File: src/rtl/imem_loader_if.sv
// Bundle of the loader's control, input-stream, memory-port and status signals.
// The host/testbench side takes the master modport and the loader takes the slave modport.
interface imem_loader_if #(
    parameter int ADDR_W = 14,
    parameter int CNT_W  = 12
);
    logic              start;
    logic [ADDR_W-1:0] load_base;
    logic [CNT_W-1:0]  load_count;
    logic              in_valid;
    logic [31:0]       in_data;
    logic              in_ready;
    logic [31:0]       fetch_pc;
    logic [ADDR_W-1:0] mem_addr;
    logic              mem_we;
    logic [7:0]        mem_wdata;
    logic              cpu_hold;
    logic              busy;
    logic              done;
    logic              err;

    modport master (
        output start, load_base, load_count, in_valid, in_data, fetch_pc,
        input  in_ready, mem_addr, mem_we, mem_wdata, cpu_hold, busy, done, err
    );

    modport slave (
        input  start, load_base, load_count, in_valid, in_data, fetch_pc,
        output in_ready, mem_addr, mem_we, mem_wdata, cpu_hold, busy, done, err
    );
endinterface

File: src/rtl/imem_loader.sv
// Runtime instruction-memory loader. It takes 32-bit words from a valid/ready
// stream and writes each word big-endian as four byte writes. While a load is
// running it owns the shared memory address port and holds the CPU.
module imem_loader #(
    parameter int ADDR_W = 14,
    parameter int CNT_W  = 12
) (
    input  logic          clk,
    input  logic          rst_n,
    imem_loader_if.slave  bus
);
    // Wide enough that base + 4*count can never wrap.
    localparam int EW = ADDR_W + CNT_W + 2;

    typedef enum logic [1:0] {IDLE, WAIT_WORD, WRITE, FINISH} state_t;

    state_t            state_q;
    logic [ADDR_W-1:0] wr_ptr_q;
    logic [CNT_W-1:0]  rem_q;
    logic [31:0]       word_q;
    logic [1:0]        idx_q;
    logic              loaded_q;
    logic              err_q;
    logic              done_q;

    logic [EW-1:0]     span_end_d;
    logic [EW-1:0]     mem_size;
    logic              req_bad_d;
    logic [7:0]        wdata_d;
    logic              unused_pc_hi;

    assign span_end_d = EW'(bus.load_base) + EW'({bus.load_count, 2'b00});
    assign mem_size   = EW'(1) << ADDR_W;
    assign req_bad_d  = (bus.load_base[1:0] != 2'b00) || (span_end_d > mem_size);

    // Load sequencer: request check, word handshake, 4-byte write burst, completion pulse.
    always_ff @(posedge clk or negedge rst_n) begin
        if (!rst_n) begin
            state_q  <= IDLE;
            wr_ptr_q <= '0;
            rem_q    <= '0;
            word_q   <= '0;
            idx_q    <= '0;
            loaded_q <= 1'b0;
            err_q    <= 1'b0;
            done_q   <= 1'b0;
        end else begin
            case (state_q)
                IDLE: begin
                    if (bus.start) begin
                        if (req_bad_d) begin
                            err_q <= 1'b1;
                        end else begin
                            err_q    <= 1'b0;
                            wr_ptr_q <= bus.load_base;
                            rem_q    <= bus.load_count;
                            if (bus.load_count == '0) begin
                                done_q  <= 1'b1;
                                state_q <= FINISH;
                            end else begin
                                state_q <= WAIT_WORD;
                            end
                        end
                    end
                end
                WAIT_WORD: begin
                    if (bus.in_valid) begin
                        word_q  <= bus.in_data;
                        idx_q   <= 2'd0;
                        state_q <= WRITE;
                    end
                end
                WRITE: begin
                    idx_q <= idx_q + 2'd1;
                    if (idx_q == 2'd3) begin
                        // Pointer may wrap past the top of memory on the final word; it is never used again.
                        wr_ptr_q <= wr_ptr_q + ADDR_W'(4);
                        rem_q    <= rem_q - CNT_W'(1);
                        if (rem_q == CNT_W'(1)) begin
                            done_q  <= 1'b1;
                            state_q <= FINISH;
                        end else begin
                            state_q <= WAIT_WORD;
                        end
                    end
                end
                FINISH: begin
                    done_q   <= 1'b0;
                    loaded_q <= 1'b1;
                    state_q  <= IDLE;
                end
                default: state_q <= IDLE;
            endcase
        end
    end

    // Big-endian byte select for the current write beat.
    always_comb begin
        wdata_d = 8'h00;
        if (state_q == WRITE) begin
            case (idx_q)
                2'd0:    wdata_d = word_q[31:24];
                2'd1:    wdata_d = word_q[23:16];
                2'd2:    wdata_d = word_q[15:8];
                default: wdata_d = word_q[7:0];
            endcase
        end
    end

    assign unused_pc_hi = ^bus.fetch_pc[31:ADDR_W];

    // The fetch PC owns the address port whenever the loader is idle.
    assign bus.mem_addr  = (state_q == IDLE) ? bus.fetch_pc[ADDR_W-1:0]
                                             : wr_ptr_q + ADDR_W'(idx_q);
    assign bus.mem_we    = (state_q == WRITE);
    assign bus.mem_wdata = wdata_d;
    assign bus.in_ready  = (state_q == WAIT_WORD);
    assign bus.busy      = (state_q != IDLE);
    assign bus.cpu_hold  = (state_q != IDLE) || !loaded_q;
    assign bus.done      = done_q;
    assign bus.err       = err_q;
endmodule

File: src/flat_wrapper.sv
// flat-port wrapper written by rule: the top's interface ports become plain ports
module imem_loader_flat 
#(
    parameter int ADDR_W = 14,
    parameter int CNT_W  = 12
)
  (clk, rst_n, bus_start, bus_load_base, bus_load_count, bus_in_valid, bus_in_data, bus_fetch_pc, bus_in_ready, bus_mem_addr, bus_mem_we, bus_mem_wdata, bus_cpu_hold, bus_busy, bus_done, bus_err);
  imem_loader_if #(.ADDR_W(ADDR_W), .CNT_W(CNT_W)) bus_i ();
  input  logic clk;
  input  logic rst_n;
  input wire logic [$bits(bus_i.start)-1:0] bus_start;
  input wire logic [$bits(bus_i.load_base)-1:0] bus_load_base;
  input wire logic [$bits(bus_i.load_count)-1:0] bus_load_count;
  input wire logic [$bits(bus_i.in_valid)-1:0] bus_in_valid;
  input wire logic [$bits(bus_i.in_data)-1:0] bus_in_data;
  input wire logic [$bits(bus_i.fetch_pc)-1:0] bus_fetch_pc;
  output wire logic [$bits(bus_i.in_ready)-1:0] bus_in_ready;
  output wire logic [$bits(bus_i.mem_addr)-1:0] bus_mem_addr;
  output wire logic [$bits(bus_i.mem_we)-1:0] bus_mem_we;
  output wire logic [$bits(bus_i.mem_wdata)-1:0] bus_mem_wdata;
  output wire logic [$bits(bus_i.cpu_hold)-1:0] bus_cpu_hold;
  output wire logic [$bits(bus_i.busy)-1:0] bus_busy;
  output wire logic [$bits(bus_i.done)-1:0] bus_done;
  output wire logic [$bits(bus_i.err)-1:0] bus_err;
  assign bus_i.start = bus_start;
  assign bus_i.load_base = bus_load_base;
  assign bus_i.load_count = bus_load_count;
  assign bus_i.in_valid = bus_in_valid;
  assign bus_i.in_data = bus_in_data;
  assign bus_i.fetch_pc = bus_fetch_pc;
  assign bus_in_ready = bus_i.in_ready;
  assign bus_mem_addr = bus_i.mem_addr;
  assign bus_mem_we = bus_i.mem_we;
  assign bus_mem_wdata = bus_i.mem_wdata;
  assign bus_cpu_hold = bus_i.cpu_hold;
  assign bus_busy = bus_i.busy;
  assign bus_done = bus_i.done;
  assign bus_err = bus_i.err;
  imem_loader #(.ADDR_W(ADDR_W), .CNT_W(CNT_W)) u_core (.clk(clk), .rst_n(rst_n), .bus(bus_i));
endmodule
File: config.mk
export PLATFORM = sky130hd
export DESIGN_NAME = imem_loader_flat
export DESIGN_NICKNAME = d
export VERILOG_FILES = /design/src/rtl/imem_loader_if.sv /design/src/rtl/imem_loader.sv /design/src/flat_wrapper.sv
export SDC_FILE = /design/constraint.sdc
export NUM_CORES = 1
export LEC_CHECK = 0
export CAP_MARGIN = 15
export CORE_ASPECT_RATIO = 2
export CORE_MARGIN = 4
export CORE_UTILIZATION = 52
export DETAILED_ROUTE_END_ITERATION = 16
export PLACE_DENSITY = 0.83
export SLEW_MARGIN = 20
export SYNTH_ARGS = -nofsm -noshare
export SYNTH_HDL_FRONTEND = slang
export SYNTH_SLANG_ARGS = --single-unit
File: constraint.sdc
create_clock -name clk -period 4.1 [get_ports clk]
set_input_delay 0.41 -clock clk [delete_from_list [all_inputs] [get_ports clk]]
set_output_delay 0.41 -clock clk [all_outputs]
set_load 0.005 [all_outputs]
# Yosys cells after proc, flatten, opt, wreduce, memory -nomap -nowiden
# Index checks and enable logic that the tools add are counted.
op_classes:
  reduce_logical: 17
  n_bitwise: 0
  n_eq_ne: 13
  shifts: 0
  n_mul: 0
  div_mod_pow: 0
  mux: 27
  magnitude_cmp: 1
  add_sub_neg: 5
op_table:
  columns: ["operator", "n"]
  rows:
  - ["$mux 14", 4]
  - ["$mux 12", 3]
  - ["$gt 28x15->1 const B", 1]
  - ["$pmux 14 s2", 1]
  - ["$pmux 12 s2", 1]
  - ["$pmux 8 s3", 1]
  - ["$add 14x14->15", 1]
  - ["$add 14x2->14", 1]
  - ["$add 14x3->14 const B", 1]
  - ["$mux 2", 7]
  - ["$eq 12x1->1 const B", 1]
  - ["$logic_not 12->1", 1]
  - ["$sub 12x1->12 const B", 1]
  - ["$eq 2x2->1 const B", 4]
  - ["$mux 8", 1]
  - ["$pmux 2 s4", 1]
  - ["$reduce_and 4->1", 2]
  - ["$reduce_bool 2->1", 4]
  - ["$mux 1", 6]
  - ["$ne 2x1->1 const B", 3]
  - ["$ne 2x2->1 const B", 3]
  - ["$reduce_and 2->1", 3]
  - ["$reduce_and 6->1", 1]
  - ["$eq 2x1->1 const B", 2]
  - ["7 further kinds", 9]
totals:
  latchBits: 0
  mem_count: 0
  inputBits: 94
  rom_bits: 0
  out_inout_bits: 28
  register_bits: 65
  elab_cells: 71
  ram_bits: 0

# Longest topological paths before layout
logic_depth:
  depth_word: 6
  mapped_depth: 12
  ltp_nobuf: 9

# Worst setup path after synthesis
# OpenSTA, ideal clock, no wires.
synth_path:
  kind: "input -> register"
  startpoint: "input bus_load_count[0]"
  endpoint: "register u_core.wr_ptr_q[2]"
  setup_time_ps: 126
  cell_stages: 11
  required_ps: 3974
  path_buffers: 2
  arrival_ps: 3027
  path_slack_ps: 947
  path_cell_list: "ha_1 -> fa_1 -> a211oi_1 -> o31ai_1 -> xnor2_1 -> o2111ai_1 -> or4b_1 -> buf_2 -> o211a_1 -> buf_6 -> a221o_1"
synth_between:
  elab_chain_len: 5
synth_rtl:
  columns: ["element", "line", "text"]
  rows:
  - ["from (decl)", "flat_wrapper.sv:13", "input wire logic [$bits(bus_i.load_count)-1:0] bus_load_count;"]
  - ["$add 14x14->15", "imem_loader.sv:32", "assign span_end_d = EW'(bus.load_base) + EW'({bus.load_count, 2'b00});"]
  - ["$gt 28x15->1", "imem_loader.sv:34", "assign req_bad_d = (bus.load_base[1:0] != 2'b00) || (span_end_d > mem_size);"]
  - ["$logic_or 1x1->1", "imem_loader.sv:34", null]
  - ["$ne 2x2->1 (no line)", null, null]
  - ["$reduce_and 4->1 (no line)", null, null]
  - ["to (signal assigned)", "imem_loader.sv:55", "wr_ptr_q <= bus.load_base;"]
  - ["to (signal assigned)", "imem_loader.sv:77", "wr_ptr_q <= wr_ptr_q + ADDR_W'(4);"]
  - ["to (decl)", "imem_loader.sv:18", "logic [ADDR_W-1:0] wr_ptr_q;"]
# No other way between the ends.
# A chain may end at the register's enable or synchronous reset.

# Worst setup path after layout
layout_path:
  startpoint: "input bus_load_base[2]"
  endpoint: "register u_core.wr_ptr_q[2]"
layout_between:
  elab_chain_len: 5
  word_cells_on_any_way: 8
  classes_between: "add/sub (1); order compare (1); eq/ne (1); mux (3); reduce/logical (2)"
layout_rtl:
  columns: ["element", "line", "text"]
  rows:
  - ["from (decl)", "flat_wrapper.sv:12", "input wire logic [$bits(bus_i.load_base)-1:0] bus_load_base;"]
  - ["$add 14x14->15", "imem_loader.sv:32", null]
  - ["$gt 28x15->1", "imem_loader.sv:34", null]
  - ["$logic_or 1x1->1", "imem_loader.sv:34", null]
  - ["$ne 2x2->1 (no line)", null, null]
  - ["$reduce_and 4->1 (no line)", null, null]
# Several ways; a longest one is shown, not always the timed one. The select of a mux whose other input is x is not followed.

==> qor.yml <==
routing:
  routedWlPerCell_um: 18.8
  drc_errors: 0
  vias: 4371
  drtPass1Iterations: 6
  drt_iter0_markers: 295
  vias_per_cell: 5.96
  routed_wl_um: 13800
  ant_nets: 0
worst_setup_path:
  crit_required_ns: 4.32
  slowest_delay_ns: 0.63
  worstPathArrival_ns: 3.86
  crit_family: "compound AO/OA/AOI/OAI gates"
  crit_slowest_cell: "or4b_1"
  path_buf_inv: 1
  setup.worst_path.class: "input pin to register"
  critPathMaxFanout: 8
  crit_chain: "clkdlybuf4s50_1 > ha_1 > fa_1 > a211oi_1 > o31ai_1 > xnor2_1 > o2111ai_1 > or4b_1 > o211a_1 > a221o_1"
  start_kind: "input pin"
  cp-end-kind: "register"
synth:
  syn-mean-instance-area_um2: 8.05
  synth-edff-count: 0
  ys_ff_latch: 65
  async_flop_share_pct: 100
  synth_flop_cell: "dfrtp_1"
  synth_top_area_share_pct: 37.8
  yosysUniqueCellTypes: 60
  synth_area_leader_cell: "dfrtp_1"
  synth_cells: 534
  netlist_area_um2: 4300
  yosysSeqAreaShare_pct: 37.8
  syn_nets: 651
  synth.area.top_cells: "dfrtp_1 (38%), nand2_1 (12%), ha_1 (6.1%)"
  synth_warnings: 0
layout:
  nets: 750
  nFillCells: 660
  drive_gt1_share_pct: 6.58
  design_area_um2: 5740
  diodes: 0
  stdcell_count: 734
  area_growth_pct: 33.5
clocking:
  cts-htree-levels: 3
  cts.sinks: 65
  path_clk_slew_ns: 0.05
  cts_hold_buf: 0
  clk-insertion-delay-late_ns: 0.33
  cts_tree: "built"
  cts_buffer_depth: 2
  post_cts_resized: 0
  cts_buffers: 9
  cts_setup_buffers: 0
  clock-root-buffer: "clkbuf_16"
placement:
  dp.cells: 718
  port_buffers: 103
  post-place-ws_ns: 0.171
  place_area_um2: 5440
  place_hpwl_um: 10600
  globalplace.congestion: 0.904
grt:
  grt_max_degree: 43
  grt_overflow: 0
  gr-usage-all-layers_pct: 28.7
  grt_pass1_vias: 4467
  antenna_found_initial: 0
  grt_pass1_wl_um: 21700
pwr:
  power_density_nw_per_um2: 600
  peakVddDrop_v: 0.000448
  power_leakage_nw: 2.53
timing:
  fin_setup_tns_ns: 0
  min_period_ns: 3.65
  tightestPinTransition_ns: 0.820
  slew_viol_final: 0
  timing.fmax_mhz: 274
  fin_skew_ns: 0.00341
  setup_slack_ns: 0.454
  holdWs_ns: 0.0573
  setup_violations: 0
  max-slew-margin-rel_pct: 45.3
  rsz0062_at_grt: "false"
  finalHoldViolations: 0
  finalCritPeriodShare_pct: 88.9
floorplanning:
  die_h_um: 137
  dieArea_um2: 9870
  num_rows: 46
  die_w_um: 72.3
  pin_count: 122
  core_um2: 8000
  initial_core_util_pct: 53.7
hold_path:
  hold_path_class: "input pin to asynchronous set/reset pin"
run:
  max-cap-violations: 0
run_status:
  status: "complete, no violations"
## logic make-up (layout without fill, tap and decap cells)
group                      Yosys count  count (layout)  synth area share [%]
adders and majority gates           23              23                  7.05
AOI/OAI and AO/OA                  126             126                  19.9
xor gates and xnor gates            15              15                  3.06
muxes                               10              10                  2.47
and+or+nand+nor                    250             250                  25.4
buffers and inverters               45             149                  4.22
DFF                                 65              65                  37.8
## final cells by class
| cell class | instances | area, µm² | area share, % |
|---|---|---|---|
| flip-flops and latches | 65 | 1630 | 28.3 |
| multi-input cells | 424 | 2490 | 43.4 |
| clock buffers | 12 | 246 | 4.30 |
| repair buffers | 116 | 1140 | 19.8 |
| inverters | 17 | 63.8 | 1.11 |
| well taps | 96 | 120 | 2.09 |
| clock inverters | 4 | 52.6 | 0.916 |
## synthesized netlist by cell type, drive strengths merged, types with 3 or more instances
cell type and n:
a21oi 33, nand3 13, nor3b 4, buf 6
and3 4, a21o 7, o2111ai 4, a2bb2oi 3
clkbuf 22, nor2 46, a211oi 7, o32a 3
nor4 5, o31ai 3, mux2 5, nor3 12
nand2 141, o21ai 26, a31oi 5, ha 21
and2 5, nor2b 5, a222oi 9, xnor2 13
mux2i 5, dfrtp 65, o22ai 7, and4 3
nand4 3, inv 16
## through the flow
step | utilization [%] | total power, mW
CTS | 71.7 | 3.44
global route | 71.7 | 3.68
detailed placement | 68.0 | 2.65
finish | 71.7 | 3.44
global placement | 68.0 | 2.60
floorplan | - | 2.03
## flip-flops by register name, indices dropped and copies added (netlist names)
signal and flops:
u_core.bus.err 1, u_core.bus.done 1, u_core.loaded_q 1, u_core.state_q 2
u_core.rem_q 12, u_core.idx_q 2, u_core.word_q 32, u_core.wr_ptr_q 14
## final timing paths
path                       slack, ns               from            endpoint  cells past startpoint
min reg2reg                     0.47    u_core.loaded_q     u_core.loaded_q                      1
min                             0.06              rst_n   u_core.word_q[26]                      1
max                             0.45   bus_load_base[2]  u_core.wr_ptr_q[2]                     10
min in group clk                0.47    u_core.loaded_q     u_core.loaded_q                      1
max reg2reg                     1.42  u_core.state_q[1]    u_core.rem_q[10]                      7
max in group asynchronous       3.08              rst_n     u_core.rem_q[6]                      2
## per-layer routing
metal | vias to the layer above | GRT usage (%) | share of wire, %
met5 | - | 0 | 0
met4 | 0 | 16.3 | 5.1
met3 | 56 | 5.07 | 5.7
met2 | 191 | 53.7 | 56
met1 | 2041 | 28.5 | 34
li1 | 2083 | - | -
## report_power, final
part	switching (mW)	internal (mW)
Clock	0.281	0.487
Combinational	0.746	0.708
Sequential	0.294	0.925
## worst register-to-register path: cells and delay by family (launching register included)
family | cells | cell delay [ns]
muxes | 2 | 0.50
and+or+nand+nor | 3 | 0.83
AOI/OAI and AO/OA | 1 | 0.10
DFF | 1 | 0.69
buffers and inverters | 1 | 0.44
## cell usage in the layout, fill, tap and decap left out, types with 5 or more instances in the layout
master	synthesis	layout
nor2_1	46	45
buf_4	0	12
nor2b_1	5	5
ha_1	21	21
nand3_1	13	13
nor3_1	12	12
a222oi_1	9	9
a21oi_1	32	32
nand2_1	141	141
mux2i_1	5	5
xnor2_1	13	13
a211oi_1	7	7
o22ai_1	7	7
inv_1	16	16
dfrtp_1	65	65
a31oi_1	5	5
mux2_2	5	5
nor4_1	5	5
o21ai_0	26	26
clkdlybuf4s50_1	0	102
a21o_1	7	7
clkbuf_16	0	9
(Power assumes the default switching activity.)
